`src/rtl/stopwatch_lap_buffer_if.sv`:
```
// Signal bundle between the stopwatch datapath, the lap buffer and the display driver.
// The slave modport is the lap buffer; the master modport is the upstream driver.
interface stopwatch_lap_buffer_if #(
    parameter int unsigned DEPTH = 4
);
    localparam int unsigned CntW = $clog2(DEPTH + 1);
    localparam int unsigned IdxW = $clog2(DEPTH);

    logic            i_lap;
    logic            i_recall;
    logic            i_clear;
    logic [6:0]      msec;
    logic [5:0]      sec;
    logic [5:0]      min;
    logic [4:0]      hour;
    logic [6:0]      o_msec;
    logic [5:0]      o_sec;
    logic [5:0]      o_min;
    logic [4:0]      o_hour;
    logic [CntW-1:0] o_lap_count;
    logic            o_full;
    logic [IdxW-1:0] o_view_idx;
    logic            o_showing_lap;

    modport master (
        output i_lap, i_recall, i_clear, msec, sec, min, hour,
        input  o_msec, o_sec, o_min, o_hour, o_lap_count, o_full, o_view_idx, o_showing_lap
    );

    modport slave (
        input  i_lap, i_recall, i_clear, msec, sec, min, hour,
        output o_msec, o_sec, o_min, o_hour, o_lap_count, o_full, o_view_idx, o_showing_lap
    );
endinterface

```
`src/rtl/stopwatch_lap_buffer.sv`:
```
// Lap/split recorder: captures stopwatch time into a ring buffer and forwards either
// live time or a recalled lap to the display, reverting to live after a hold timeout.
module stopwatch_lap_buffer #(
    parameter int unsigned DEPTH       = 4,
    parameter int unsigned HOLD_CYCLES = 200_000_000
) (
    input logic                    clk,
    input logic                    rst,
    stopwatch_lap_buffer_if.slave  bus
);
    localparam int unsigned CntW   = $clog2(DEPTH + 1);
    localparam int unsigned IdxW   = $clog2(DEPTH);
    localparam int unsigned TimerW = (HOLD_CYCLES > 1) ? $clog2(HOLD_CYCLES) : 1;

    typedef enum logic [0:0] {StLive, StView} state_e;

    logic [23:0]       mem_q [DEPTH];
    state_e            state_q, state_d;
    logic [IdxW-1:0]   wp_q, wp_d;
    logic [CntW-1:0]   cnt_q, cnt_d;
    logic [IdxW-1:0]   view_idx_q, view_idx_d;
    logic [TimerW-1:0] timer_q, timer_d;
    logic [23:0]       time_q, time_d;
    logic              full_q, showing_q;
    logic              we;
    logic [23:0]       live_word;
    logic [IdxW-1:0]   oldest;

    assign live_word = {bus.hour, bus.min, bus.sec, bus.msec};
    // With cnt == DEPTH the low bits are zero, so oldest lands on wp as required.
    assign oldest    = wp_q - cnt_q[IdxW-1:0];

    always_comb begin
        state_d    = state_q;
        wp_d       = wp_q;
        cnt_d      = cnt_q;
        view_idx_d = view_idx_q;
        timer_d    = timer_q;
        we         = 1'b0;
        if (bus.i_clear) begin
            state_d    = StLive;
            wp_d       = '0;
            cnt_d      = '0;
            view_idx_d = '0;
            timer_d    = '0;
        end else if (bus.i_lap) begin
            we         = 1'b1;
            wp_d       = wp_q + IdxW'(1);
            if (cnt_q < CntW'(DEPTH)) cnt_d = cnt_q + CntW'(1);
            state_d    = StLive;
            view_idx_d = '0;
            timer_d    = '0;
        end else if (bus.i_recall) begin
            timer_d = '0;
            if (state_q == StLive) begin
                if (cnt_q != '0) begin
                    state_d    = StView;
                    view_idx_d = '0;
                end
            end else if ((CntW'(view_idx_q) + CntW'(1)) < cnt_q) begin
                view_idx_d = view_idx_q + IdxW'(1);
            end else begin
                state_d    = StLive;
                view_idx_d = '0;
            end
        end else if (state_q == StView) begin
            if (timer_q == TimerW'(HOLD_CYCLES - 1)) begin
                state_d    = StLive;
                view_idx_d = '0;
                timer_d    = '0;
            end else begin
                timer_d = timer_q + TimerW'(1);
            end
        end

        // Staying in VIEW implies no write this cycle, so current wp/cnt/mem are valid.
        time_d = (state_d == StView) ? mem_q[oldest + view_idx_d] : live_word;
    end

    always_ff @(posedge clk or negedge rst) begin
        if (!rst) begin
            state_q    <= StLive;
            wp_q       <= '0;
            cnt_q      <= '0;
            view_idx_q <= '0;
            timer_q    <= '0;
            time_q     <= '0;
            full_q     <= 1'b0;
            showing_q  <= 1'b0;
        end else begin
            state_q    <= state_d;
            wp_q       <= wp_d;
            cnt_q      <= cnt_d;
            view_idx_q <= view_idx_d;
            timer_q    <= timer_d;
            time_q     <= time_d;
            full_q     <= (cnt_d == CntW'(DEPTH));
            showing_q  <= (state_d == StView);
        end
    end

    // Lap storage carries no reset; validity is tracked by cnt alone.
    always_ff @(posedge clk) begin
        if (we) mem_q[wp_q] <= live_word;
    end

    assign bus.o_hour        = time_q[23:19];
    assign bus.o_min         = time_q[18:13];
    assign bus.o_sec         = time_q[12:7];
    assign bus.o_msec        = time_q[6:0];
    assign bus.o_lap_count   = cnt_q;
    assign bus.o_full        = full_q;
    assign bus.o_view_idx    = view_idx_q;
    assign bus.o_showing_lap = showing_q;
endmodule

```
`src/flat_wrapper.sv`:
```
// flat-port wrapper written by rule: the top's interface ports become plain ports
module stopwatch_lap_buffer_flat 
#(
    parameter int unsigned DEPTH       = 4,
    parameter int unsigned HOLD_CYCLES = 200_000_000
)
  (clk, rst, bus_i_lap, bus_i_recall, bus_i_clear, bus_msec, bus_sec, bus_min, bus_hour, bus_o_msec, bus_o_sec, bus_o_min, bus_o_hour, bus_o_lap_count, bus_o_full, bus_o_view_idx, bus_o_showing_lap);
  stopwatch_lap_buffer_if #(.DEPTH(DEPTH)) bus_i ();
  input logic clk;
  input logic rst;
  input wire logic [$bits(bus_i.i_lap)-1:0] bus_i_lap;
  input wire logic [$bits(bus_i.i_recall)-1:0] bus_i_recall;
  input wire logic [$bits(bus_i.i_clear)-1:0] bus_i_clear;
  input wire logic [$bits(bus_i.msec)-1:0] bus_msec;
  input wire logic [$bits(bus_i.sec)-1:0] bus_sec;
  input wire logic [$bits(bus_i.min)-1:0] bus_min;
  input wire logic [$bits(bus_i.hour)-1:0] bus_hour;
  output wire logic [$bits(bus_i.o_msec)-1:0] bus_o_msec;
  output wire logic [$bits(bus_i.o_sec)-1:0] bus_o_sec;
  output wire logic [$bits(bus_i.o_min)-1:0] bus_o_min;
  output wire logic [$bits(bus_i.o_hour)-1:0] bus_o_hour;
  output wire logic [$bits(bus_i.o_lap_count)-1:0] bus_o_lap_count;
  output wire logic [$bits(bus_i.o_full)-1:0] bus_o_full;
  output wire logic [$bits(bus_i.o_view_idx)-1:0] bus_o_view_idx;
  output wire logic [$bits(bus_i.o_showing_lap)-1:0] bus_o_showing_lap;
  assign bus_i.i_lap = bus_i_lap;
  assign bus_i.i_recall = bus_i_recall;
  assign bus_i.i_clear = bus_i_clear;
  assign bus_i.msec = bus_msec;
  assign bus_i.sec = bus_sec;
  assign bus_i.min = bus_min;
  assign bus_i.hour = bus_hour;
  assign bus_o_msec = bus_i.o_msec;
  assign bus_o_sec = bus_i.o_sec;
  assign bus_o_min = bus_i.o_min;
  assign bus_o_hour = bus_i.o_hour;
  assign bus_o_lap_count = bus_i.o_lap_count;
  assign bus_o_full = bus_i.o_full;
  assign bus_o_view_idx = bus_i.o_view_idx;
  assign bus_o_showing_lap = bus_i.o_showing_lap;
  stopwatch_lap_buffer #(.DEPTH(DEPTH), .HOLD_CYCLES(HOLD_CYCLES)) u_core (.clk(clk), .rst(rst), .bus(bus_i));
endmodule
```
`config.mk`:
```
export PLATFORM = sky130hd
export DESIGN_NAME = stopwatch_lap_buffer_flat
export DESIGN_NICKNAME = d
export VERILOG_FILES = /design/src/rtl/stopwatch_lap_buffer_if.sv /design/src/rtl/stopwatch_lap_buffer.sv /design/src/flat_wrapper.sv
export SDC_FILE = /design/constraint.sdc
export NUM_CORES = 1
export LEC_CHECK = 0
export ABC_AREA = 1
export BUFFER_PORTS_ARGS = -buffer_cell sky130_fd_sc_hd__buf_4
export CAP_MARGIN = 10
export CORE_AREA = 3 3 119 121
export DETAILED_ROUTE_END_ITERATION = 7
export DIE_AREA = 0 0 122 124
export PLACE_DENSITY = 0.75
export SLEW_MARGIN = 20
export SYNTH_ARGS = -nofsm -noshare
export SYNTH_HDL_FRONTEND = slang
export SYNTH_SLANG_ARGS = --single-unit
```
`constraint.sdc`:
```
create_clock -name clk -period 3.15 [get_ports clk]
set_input_delay 0.4725 -clock clk [delete_from_list [all_inputs] [get_ports clk]]
set_output_delay 0.4725 -clock clk [all_outputs]
set_load 0.05 [all_outputs]
```
==> results.yml, run 1 <==
outcome:
  status: "complete, no violations"
sta:
  finalCritPeriodShare_pct: 95.8
  drv_slew: 0
  layout_min_cycle_time_ps: 3020
  setup_viol: 0
  tightestPinTransition_ps: 839
  finalHoldViolations: 0
  max_slew_margin_pct: 44.1
  tns_ps: 0
  whs_ps: 154
  clock.fmax_ghz: 0.331
  fin_skew_ps: 10.7
die:
  die_area_sq_um: 15100
  boundaryPins: 60
  coreArea_sq_um: 13200
  initial_core_util_pct: 53.9
  dieWidth_microns: 122
  fp-row-count: 42
  die_h_microns: 124
synth:
  ys_seq_area_share_pct: 62.1
  synth_top_cell_by_area: "edfxtp_1"
  yosys-top-cells-area: "edfxtp_1, dfrtp_1, mux2i_1"
  yosys.area_share.adder_pct: 2.11
  ys_seq_elements: 157
  synth-xor-area-share_pct: 1.48
  syn_area_per_cell_sq_um: 11.5
  synth_top_family_by_area: "simple AND/OR/NAND/NOR gates"
  synth_compound_area_share_pct: 3.72
  ys.warnings.count: 0
  synth_area_sq_um: 7100
  synthCells: 618
  synth.distinct_cells: 41
  synth_nets: 659
  synth.area.mux_share_pct: 6.76
  synth_top_area_share_pct: 40.6
  synth_simple_gate_area_share_pct: 18.5
grt:
  grt_pass1_wl_microns: 25000
  grt_max_degree: 62
  grt_pass1_vias: 4965
  grtUsageTotal_pct: 21.6
  grt-ovfl-total: 0
  antenna_found_initial: 0
routing:
  ant_nets: 0
  drt_iter0_drc: 322
  vias: 4835
  drcViolationCount: 0
  drt_wl_total_microns: 15500
  drt_first_pass_iters: 5
  vias_per_cell: 5.44
  routedWlPerCell_microns: 17.5
worst_setup_path:
  critPathRequiredTime_ps: 3450
  cp_slowest_stage_delay_ps: 420
  arrival_ps: 3320
  crit_chain: "ha_4 -> ha_1 -> nand3_1 -> nand2_2 -> nor3_2 -> a211oi_1 -> nor3_1 -> ha_2 -> xor2_1 -> xnor2_1 -> inv_1 -> nand3_4 -> buf_4 -> buf_12 -> nand3_1 -> nand3_1 -> nand2_1"
  r2r_start: "u_core.bus.o_view_idx[0]$_DFF_PN0_"
  timing.reg2reg.setup_slack_ps: 130
  critical_path.endpoint_type: "flip-flop"
  crit_path_start_kind: "flip-flop"
  slowest_stage: "dfrtp_2"
  worst-path-max-fanout: 8
  cp_top_family: "simple AND/OR/NAND/NOR gates"
  path_class: "flip-flop to flip-flop"
  crit_top_cell: "nand3_1"
  reg2regPathDepth: 17
  crit_buf_inv: 3
  r2r-end: "u_core.time_q[14]$_DFF_PN0_"
placement:
  gp_congestion: 0.905
  dpl.hpwl_microns: 9750
  port_buffers: 59
cells_and_area:
  drive_above_1_share_pct: 24.4
  fill_cells: 974
  n_antenna_cell: 0
  area_growth_pct: 19.1
  final_nets: 740
power_and_ir_drop:
  p_sw_w: 0.00144
  ir_drop_mv: 0.675
  power_frac_clock_pct: 38.3
  intPower_w: 0.00370
  p_leak_nw: 3.48
  finalPower_w: 0.00514
  power.share.switching_pct: 28.0
  seq_power_share_pct: 44.9
  p_per_area_nw_per_um2: 607
  combPwrFrac_pct: 16.8
clocking:
  cts_sinks: 157
  clk_pin_slew_worst_paths_ps: 60
  cts_buffer_depth: 2
  cts_buffers: 17
  cts_tree: "built"
  clockRootBuffer: "clkbuf_16"
  h-tree-depth: 4
  insertion_delay_ps: 420
  cts-hold-fix-buffers: 0
worst_hold_path:
  hp-class: "input pin to async pin"
job:
  cap_viol_max_count: 0
-- cell usage in the layout, fill, tap and decap left out, drive strengths merged --
cell,count
a311oi,1
dfrtp,61
a22o,1
o21a,1
clkbuf,18
nor2,43
xor2,10
a211oi,1
o21ai,15
buf,80
a31oi,6
nor3,14
nor4,2
a21oi,17
xnor2,2
mux2i,48
nand3,71
nand4,7
inv,60
nor3b,3
bufinv,1
ha,12
clkinvlp,1
nand2,132
o22ai,3
edfxtp,96
clkinv,6
-- power by group through the flow --
| stage | logic, W | clock network [W] | registers, W |
|---|---|---|---|
| floorplan | 0.000460 | 0 | 0.00248 |
| global placement | 0.000809 | 0 | 0.00235 |
| detailed placement | 0.000828 | 0 | 0.00235 |
| CTS | 0.000858 | 0.00199 | 0.00231 |
| global route | 0.000925 | 0.00209 | 0.00231 |
| finish | 0.000862 | 0.00197 | 0.00231 |
-- cell usage after synthesis (all sizes together) --
cell and number:
nand2 131, edfxtp 96, nand3 71, dfrtp 61, inv 54, mux2i 48, nor2 43, a21oi 17
o21ai 15, nor3 14, buf 12, ha 12, xor2 10, nand4 7, a31oi 6, clkbuf 6
nor3b 3, o22ai 3, nor4 2, xnor2 2, a211oi 1, a22o 1, a311oi 1, dlygate4sd1 1
o21a 1
-- flip-flops by register name (all words and copies together) (netlist names) --
register and count:
u_core.bus.o_full 1, u_core.bus.o_lap_count 3, u_core.bus.o_view_idx 2, u_core.mem_q 96, u_core.state_q 1, u_core.time_q 24, u_core.timer_q 28, u_core.wp_q 2
-- per-layer routing --
metal	wire (microns)	vias to the layer above	global-route usage (%)
met5	0	-	0
met4	170	0	5.46
met3	824	14	6.22
met2	8190	144	39.0
met1	6350	2392	25.6
li1	-	2285	-
-- stage by stage --
stage	setup WS (ps)	instances	utilization (%)	instance area, sq um
final	133	888	64.2	8460
after global routing	-41.0	888	64.2	8460
after CTS	18.3	884	63.7	8410
after detailed placement	-54.3	847	58.8	7750
after global placement	162	847	58.8	7750
after floorplan	97.8	618	-	7110
-- worst max path at each step --
stage | slack [ps] | startpoint | cells after the start | end
after global routing | -40 | u_core.bus.o_view_idx[0]$_DFF_PN0_ | 17 | u_core.time_q[2]$_DFF_PN0_
final | 130 | u_core.bus.o_view_idx[0]$_DFF_PN0_ | 17 | u_core.time_q[14]$_DFF_PN0_
after floorplan | 100 | u_core.bus.o_view_idx[0]$_DFF_PN0_ | 15 | u_core.time_q[13]$_DFF_PN0_
after global placement | 160 | u_core.bus.o_view_idx[0]$_DFF_PN0_ | 16 | u_core.time_q[4]$_DFF_PN0_
after CTS | 20 | u_core.bus.o_view_idx[0]$_DFF_PN0_ | 16 | u_core.time_q[14]$_DFF_PN0_
after detailed placement | -50 | u_core.bus.o_view_idx[0]$_DFF_PN0_ | 16 | u_core.time_q[5]$_DFF_PN0_
-- timing repair --
item,in CTS,in global routing
pin swaps,7,5
cloned,2,0
buffers inserted,3,4
setup endpoints to repair,24,24
resized for setup,4,3
-- area by class of cell --
type | count | area [sq um] | area share, %
clock buffers | 18 | 439 | 5.19
clock inverters | 14 | 133 | 1.57
inverters | 54 | 203 | 2.40
multi-input cells | 389 | 2380 | 28.2
flip-flops and latches | 157 | 4410 | 52.1
well taps | 176 | 220 | 2.60
repair buffers | 80 | 671 | 7.93
-- logic make-up (layout without fill, tap and decap cells) --
group                    after synthesis  count (layout)
AO/OA/AOI/OAI                         45              45
multiplexers                          48              48
AND/OR/NAND/NOR                      271             272
flip-flops                           157             157
XOR/XNOR                              12              12
buffers and inverters                 73             166
adder cells (fa/ha/maj)               12              12
Note: power is estimated with default switching activity, not from simulation.
==> run 2, diff against run 1 <==
- ABC_AREA: 1 -> default
- CORE_AREA: 3 3 119 121 -> 3 3 117 119
- CTS_BUF_LIST: default -> sky130_fd_sc_hd__clkbuf_8
- CTS_CLUSTER_DIAMETER: default -> 120
- DIE_AREA: 0 0 122 124 -> 0 0 120 122
- PLACE_DENSITY: 0.75 -> 0.78
==> run 2 against run 1 <==
Net effect:
- the run now ends with setup timing left
- cell count shrank 3.6%
- wire length grew 4.6%
- combinational power grew 16%
- clock power shrank 25%
- via count grew 2.2%
- critical endpoint is now u_core.time_q[19]$_DFF_PN0_
==> results.yml, run 2 <==
outcome:
  status: "finished, violations left"
  violations: "setup timing"
sta:
  finalCritPeriodShare_pct: 103
  rsz0062_at_grt: "true"
  setup_viol: 8
  fin_ws_ps: -95.7
  drv_slew: 0
  clock.fmax_ghz: 0.308
  fin_skew_ps: 15.3
  tightestPinTransition_ps: 867
  finalHoldViolations: 0
  max_slew_margin_pct: 41.8
  tns_ps: -233
  layout_min_cycle_time_ps: 3250
synth:
  ys_seq_elements: 157
  synth_top_area_share_pct: 40.4
  ys_seq_area_share_pct: 61.7
  ys.flop_type: "edfxtp_1"
  synth_area_sq_um: 7140
  syn_area_per_cell_sq_um: 12.6
  synth_edf_count: 96
  synth_nets: 607
  yosys-top-cells-area: "edfxtp_1, dfrtp_1, o41ai_2"
  synth_top_family_by_area: "simple AND/OR/NAND/NOR gates"
  synth-xor-area-share_pct: 3.31
  synthCells: 566
  synth.area.mux_share_pct: 7.13
  synth_simple_gate_area_share_pct: 15.6
  synth.distinct_cells: 45
  yosys.area_share.adder_pct: 2.10
  synth_top_cell_by_area: "edfxtp_1"
  async_flop_share_pct: 38.9
  yosysMostFrequentCell: "edfxtp_1"
  synth_common_cells: "edfxtp_1, nand2_1, dfrtp_1, nor2_1, nor3_1"
  synth_compound_area_share_pct: 7.80
  ys.warnings.count: 0
worst_setup_path:
  r2r_start: "u_core.timer_q[18]$_DFFE_PN0P_"
  critical_path.endpoint_type: "flip-flop"
  arrival_ps: 3600
  r2r-end: "u_core.time_q[19]$_DFF_PN0_"
  crit_start: "u_core.timer_q[18]$_DFFE_PN0P_"
  path_class: "flip-flop to flip-flop"
  worst-path-max-fanout: 6
  reg2regPathDepth: 14
  cp_slowest_stage_delay_ps: 550
  critPathRequiredTime_ps: 3500
  crit_chain: "or4b_4 -> nor4_4 -> a21oi_2 -> o21ai_1 -> o21ai_1 -> nor3b_4 -> ha_4 -> xor2_4 -> xor2_4 -> o21a_4 -> buf_4 -> buf_4 -> nor3_1 -> o41ai_2"
  timing.reg2reg.setup_slack_ps: -100
  crit_path_start_kind: "flip-flop"
  slowest_stage: "or4b_4"
cells_and_area:
  drive_above_1_share_pct: 33.6
  fill_cells: 863
  final_nets: 712
  finalInstanceArea_sq_um: 8880
  area_growth_pct: 24.4
  final_cell_mix: "buf_4, edfxtp_1, nand2_1, dfrtp_1, nor2_1"
  n_antenna_cell: 0
  regMostFlops: "u_core.mem_q"
  layout_commonest_cell: "buf_4"
  reg_top3: "u_core.mem_q x96, u_core.timer_q x28, u_core.time_q x24"
  largest_reg_flops: 96
routing:
  drt_first_pass_iters: 7
  drcViolationCount: 0
  ant_nets: 0
  drt_wl_total_microns: 16300
  vias_per_cell: 5.77
  routedWlPerCell_microns: 19.0
  drt_iter0_drc: 366
  vias: 4940
die:
  coreArea_sq_um: 12700
  dieWidth_microns: 120
  fp-row-count: 41
  boundaryPins: 60
  initial_core_util_pct: 56.4
  die_h_microns: 122
  die_area_sq_um: 14600
grt:
  grt-ovfl-total: 0
  grt_pass1_vias: 5229
  grtUsageTotal_pct: 23.0
  grt_pass1_wl_microns: 25800
  grt_max_degree: 62
  antenna_found_initial: 0
clocking:
  cts_buffers: 17
  cts_sinks: 157
  clockRootBuffer: "clkbuf_8"
  cts_buffer_depth: 2
  cts-hold-fix-buffers: 0
  insertion_delay_ps: 470
  clk_pin_slew_worst_paths_ps: 100
  cts_tree: "built"
  h-tree-depth: 4
power_and_ir_drop:
  p_leak_nw: 3.63
  ir_drop_mv: 0.476
  p_per_area_nw_per_um2: 535
placement:
  gp_congestion: 0.825
  dpl.hpwl_microns: 9740
  post_dp_cell_area_sq_um: 8190
  port_buffers: 59
worst_hold_path:
  hp-class: "input pin to async pin"
job:
  cap_viol_max_count: 0
-- run 2: changes by cell type after synthesis, moves of 20 or more --
cell and delta:
and3_1 +26, inv_1 -36, mux2_2 +23, mux2i_1 -23
nand2_1 -33, nand2_2 -25, nand3_1 -57, o41ai_2 +20
-- run 2: area by class of cell --
type	count	area, sq um	area share [%]
Clock inverter	15	156	1.76
Inverter	9	33.8	0.380
Multi-Input combinational cell	371	2830	31.8
Tap cell	172	215	2.42
Timing Repair Buffer	115	1000	11.3
Clock buffer	17	234	2.63
Sequential cell	157	4410	49.7
-- run 2: what timing repair did --
item,CTS,global route
endpoints found under the setup margin,20,24
gates resized for setup,20,14
gates cloned,2,1
buffers inserted,6,3
pin swaps,2,7
-- run 2: kinds of logic after synthesis --
| logic type | count (synthesis) |
|---|---|
| DFF | 157 |
| and+or+nand+nor | 227 |
| adders and majority gates | 12 |
| muxes | 48 |
| xor gates and xnor gates | 27 |
| AOI/OAI and AO/OA | 57 |
| buffers and inverters | 38 |
-- run 2: where the power goes --
group	switching [W]	internal, W	total, W
clock network	0.000817	0.000653	0.00147
logic	0.000586	0.000417	0.00100
registers	0.0000282	0.00226	0.00228
total	0.00143	0.00333	0.00476
-- run 2: per-layer routing --
layer,vias up,global-route usage (%),share of wire [%],wire (microns)
li1,2286,-,-,-
met1,2458,26.9,40,6530
met2,161,40.1,51,8350
met3,35,5.76,5.5,896
met4,0,10.7,2.9,474
met5,-,0,0,0
-- run 2: worst max-delay path by stage --
stage / depth (start not counted) / endpoint
final: 14 / u_core.time_q[19]$_DFF_PN0_
after detailed placement: 14 / u_core.time_q[5]$_DFF_PN0_
after global routing: 13 / u_core.time_q[23]$_DFF_PN0_
after CTS: 13 / u_core.time_q[5]$_DFF_PN0_
after floorplan: 13 / u_core.time_q[2]$_DFF_PN0_
after global placement: 13 / u_core.time_q[11]$_DFF_PN0_
-- run 2: stage by stage --
step | total power [W] | setup slack, ps | std cells | hold WS, ps | utilization [%]
after floorplan | 0.00289 | 1.48 | 566 | 177 | -
after global placement | 0.00315 | -0.842 | 812 | 516 | 64.6
after detailed placement | 0.00318 | -78.4 | 812 | 543 | 64.6
after CTS | 0.00473 | -16.8 | 852 | 114 | 69.0
after global routing | 0.00494 | -204 | 856 | 138 | 70.1
final | 0.00476 | -95.7 | 856 | 85.8 | 70.1
-- run 2: worst max-delay path, delay by kind of cell, from the launching register on --
family	cells	cell delay [ps]
adders and majority gates	1	180
AOI/OAI and AO/OA	5	630
buffers and inverters	2	280
DFF	1	400
and+or+nand+nor	4	1290
xor gates and xnor gates	2	370
==> run 3, diff against run 2 <==
- CORE_AREA: 3 3 117 119 -> 3 3 112 114
- DIE_AREA: 0 0 120 122 -> 0 0 115 117
- PLACE_DENSITY: 0.78 -> 0.81
- clock period: 3.15 -> 3.3 ns (I/O delays scaled with it)
==> run 3 against run 2 <==
Net effect:
- the run now ends clean
- die area fell by 8.1%
- clock power down 3%
- first-iteration DRC count fell by 2.5%
- critical endpoint is now u_core.time_q[15]$_DFF_PN0_
- largest cell class unchanged
==> results.yml, run 3 (synthesized netlist as in run 2, its figures left out) <==
job:
  cap_viol_max_count: 0
grt:
  antenna_found_initial: 0
  grt_pass1_vias: 5196
  grtUsageTotal_pct: 24.8
  grt-ovfl-total: 0
  grt_max_degree: 62
  grt_pass1_wl_microns: 25500
worst_setup_path:
  crit_path_start_kind: "flip-flop"
  path_class: "flip-flop to flip-flop"
  worst-path-max-fanout: 10
  crit_start: "u_core.timer_q[18]$_DFFE_PN0P_"
  critical_path.endpoint_type: "flip-flop"
  critPathRequiredTime_ps: 3650
  arrival_ps: 3550
  r2r_start: "u_core.timer_q[18]$_DFFE_PN0P_"
clocking:
  cts_tree: "built"
  insertion_delay_ps: 470
  clk_pin_slew_worst_paths_ps: 90
  cts_sinks: 157
  h-tree-depth: 4
  clockRootBuffer: "clkbuf_8"
  cts_buffers: 17
  cts_buffer_depth: 2
worst_hold_path:
  hp-class: "input pin to async pin"
cells_and_area:
  multi_input_area_sq_um: 2690
  layout_commonest_cell: "edfxtp_1"
  drive_above_1_share_pct: 29.1
  fin_cells: 812
  final_nets: 697
  final_cell_mix: "edfxtp_1, buf_4, nand2_1, dfrtp_1, nor2_1"
  area_growth_pct: 19.4
  reg_top3: "u_core.mem_q x96, u_core.timer_q x28, u_core.time_q x24"
  largest_reg_flops: 96
  fill_cells: 762
  seqCellArea_sq_um: 4410
  n_antenna_cell: 0
  regMostFlops: "u_core.mem_q"
sta:
  finalHoldViolations: 0
  max_slew_margin_pct: 41.2
  drv_slew: 0
  fin_skew_ps: 16.0
  tightestPinTransition_ps: 875
  tns_ps: 0
  clock.fmax_ghz: 0.313
  finalCritPeriodShare_pct: 96.9
  setup_viol: 0
  whs_ps: 139
  rsz0062_at_grt: "true"
  layout_min_cycle_time_ps: 3200
power_and_ir_drop:
  p_per_area_nw_per_um2: 520
  p_leak_nw: 3.51
  combPwrFrac_pct: 18.9
  power.share.switching_pct: 28.8
  intPower_w: 0.00316
  p_sw_w: 0.00128
  power_frac_clock_pct: 32.0
  ir_drop_mv: 0.398
  seq_power_share_pct: 49.1
die:
  initial_core_util_pct: 62.0
  die_h_microns: 117
  die_area_sq_um: 13500
  boundaryPins: 60
  fp-row-count: 39
  coreArea_sq_um: 11500
  dieWidth_microns: 115
routing:
  ant_nets: 0
  vias: 4945
  drcViolationCount: 0
  routedWlPerCell_microns: 19.1
  drt_iter0_drc: 357
  drt_first_pass_iters: 4
  vias_per_cell: 6.09
  drt_wl_total_microns: 15500
placement:
  port_buffers: 59
  dpl.hpwl_microns: 9750
  gp_congestion: 0.812
  dpl.cell_count: 775
outcome:
  status: "complete, no violations"
## run 3: cell types whose count changed in the layout (fill, tap and decap cells not counted), moves of 2 or more
| cell | before | now |
|---|---|---|
| inv_8 | 3 | 0 |
| buf_4 | 100 | 94 |
| nor3_1 | 14 | 26 |
| buf_6 | 6 | 1 |
| buf_12 | 8 | 5 |
| and3_4 | 4 | 0 |
| nor3_2 | 12 | 1 |
| and3_1 | 22 | 26 |
| clkinvlp_4 | 2 | 4 |
## run 3: final timing paths
check	endpoint	cells past startpoint	slack (ps)
setup / recovery	u_core.time_q[15]$_DFF_PN0_	14	100
hold / removal	u_core.bus.o_lap_count[1]$_DFF_PN0_	1	140
setup reg to reg	u_core.time_q[15]$_DFF_PN0_	14	100
hold reg to reg	u_core.timer_q[27]$_DFFE_PN0P_	2	560
max in group asynchronous	u_core.bus.o_view_idx[0]$_DFF_PN0_	1	2590
min in group clk	u_core.mem_q[3][19]$_DFFE_PP_	1	240
## run 3: per-layer routing
layer / routed length [microns] / up-vias / track usage [%] / part of all wire [%]
met5: 0 / - / 0 / 0
met4: 300 / 0 / 9.70 / 1.9
met3: 964 / 28 / 6.43 / 6.2
met2: 7900 / 195 / 42.1 / 51
met1: 6350 / 2474 / 30.9 / 41
li1: - / 2248 / - / -
## run 3: timing repair
| action | 4_1_cts | 5_1_grt |
|---|---|---|
| buffers inserted | 1 | 4 |
| endpoints found under the hold margin | 0 | 0 |
| pin swaps | 1 | 7 |
| setup endpoints to repair | 24 | 24 |
| gates resized for setup | 6 | 10 |
| hold buffers | 0 | 0 |
## run 3: final cells by class
| cell class | count | area share (%) |
|---|---|---|
| multi-input cells | 371 | 31.6 |
| flip-flops and latches | 157 | 51.7 |
| clock inverters | 15 | 1.89 |
| well taps | 143 | 2.10 |
| inverters | 9 | 0.396 |
| clock buffers | 17 | 2.74 |
| repair buffers | 100 | 9.58 |
## run 3: critical path: stages (launching register included)
cell and delay (ps):
dfrtp_1 390, or4b_4 550, nor4_4 270, a21oi_2 100
o21ai_1 120, o21ai_1 90, nor3b_4 170, ha_4 170
xor2_4 210, xor2_4 220, o21a_1 220, buf_6 130
buf_12 120, nor3_1 70, o41ai_2 240
## run 3: power by group through the flow
stage	registers, W	logic, W	clock network (W)
finish	0.00218	0.000837	0.00142
global route	0.00218	0.000902	0.00154
CTS	0.00218	0.000808	0.00144
detailed placement	0.00222	0.000790	0
global placement	0.00222	0.000761	0
floorplan	0.00232	0.000406	0
## run 3: through the flow
stage	area, sq um	power, W	setup slack, ps	util, %
4_1_cts	8440	0.00443	0.956	73.3
2_1_floorplan	7160	0.00272	6.63	-
6_report	8530	0.00444	102	74.1
5_1_grt	8530	0.00463	-51.4	74.1
3_3_place_gp	8000	0.00298	-17.9	69.4
3_5_place_dp	8000	0.00301	-245	69.4
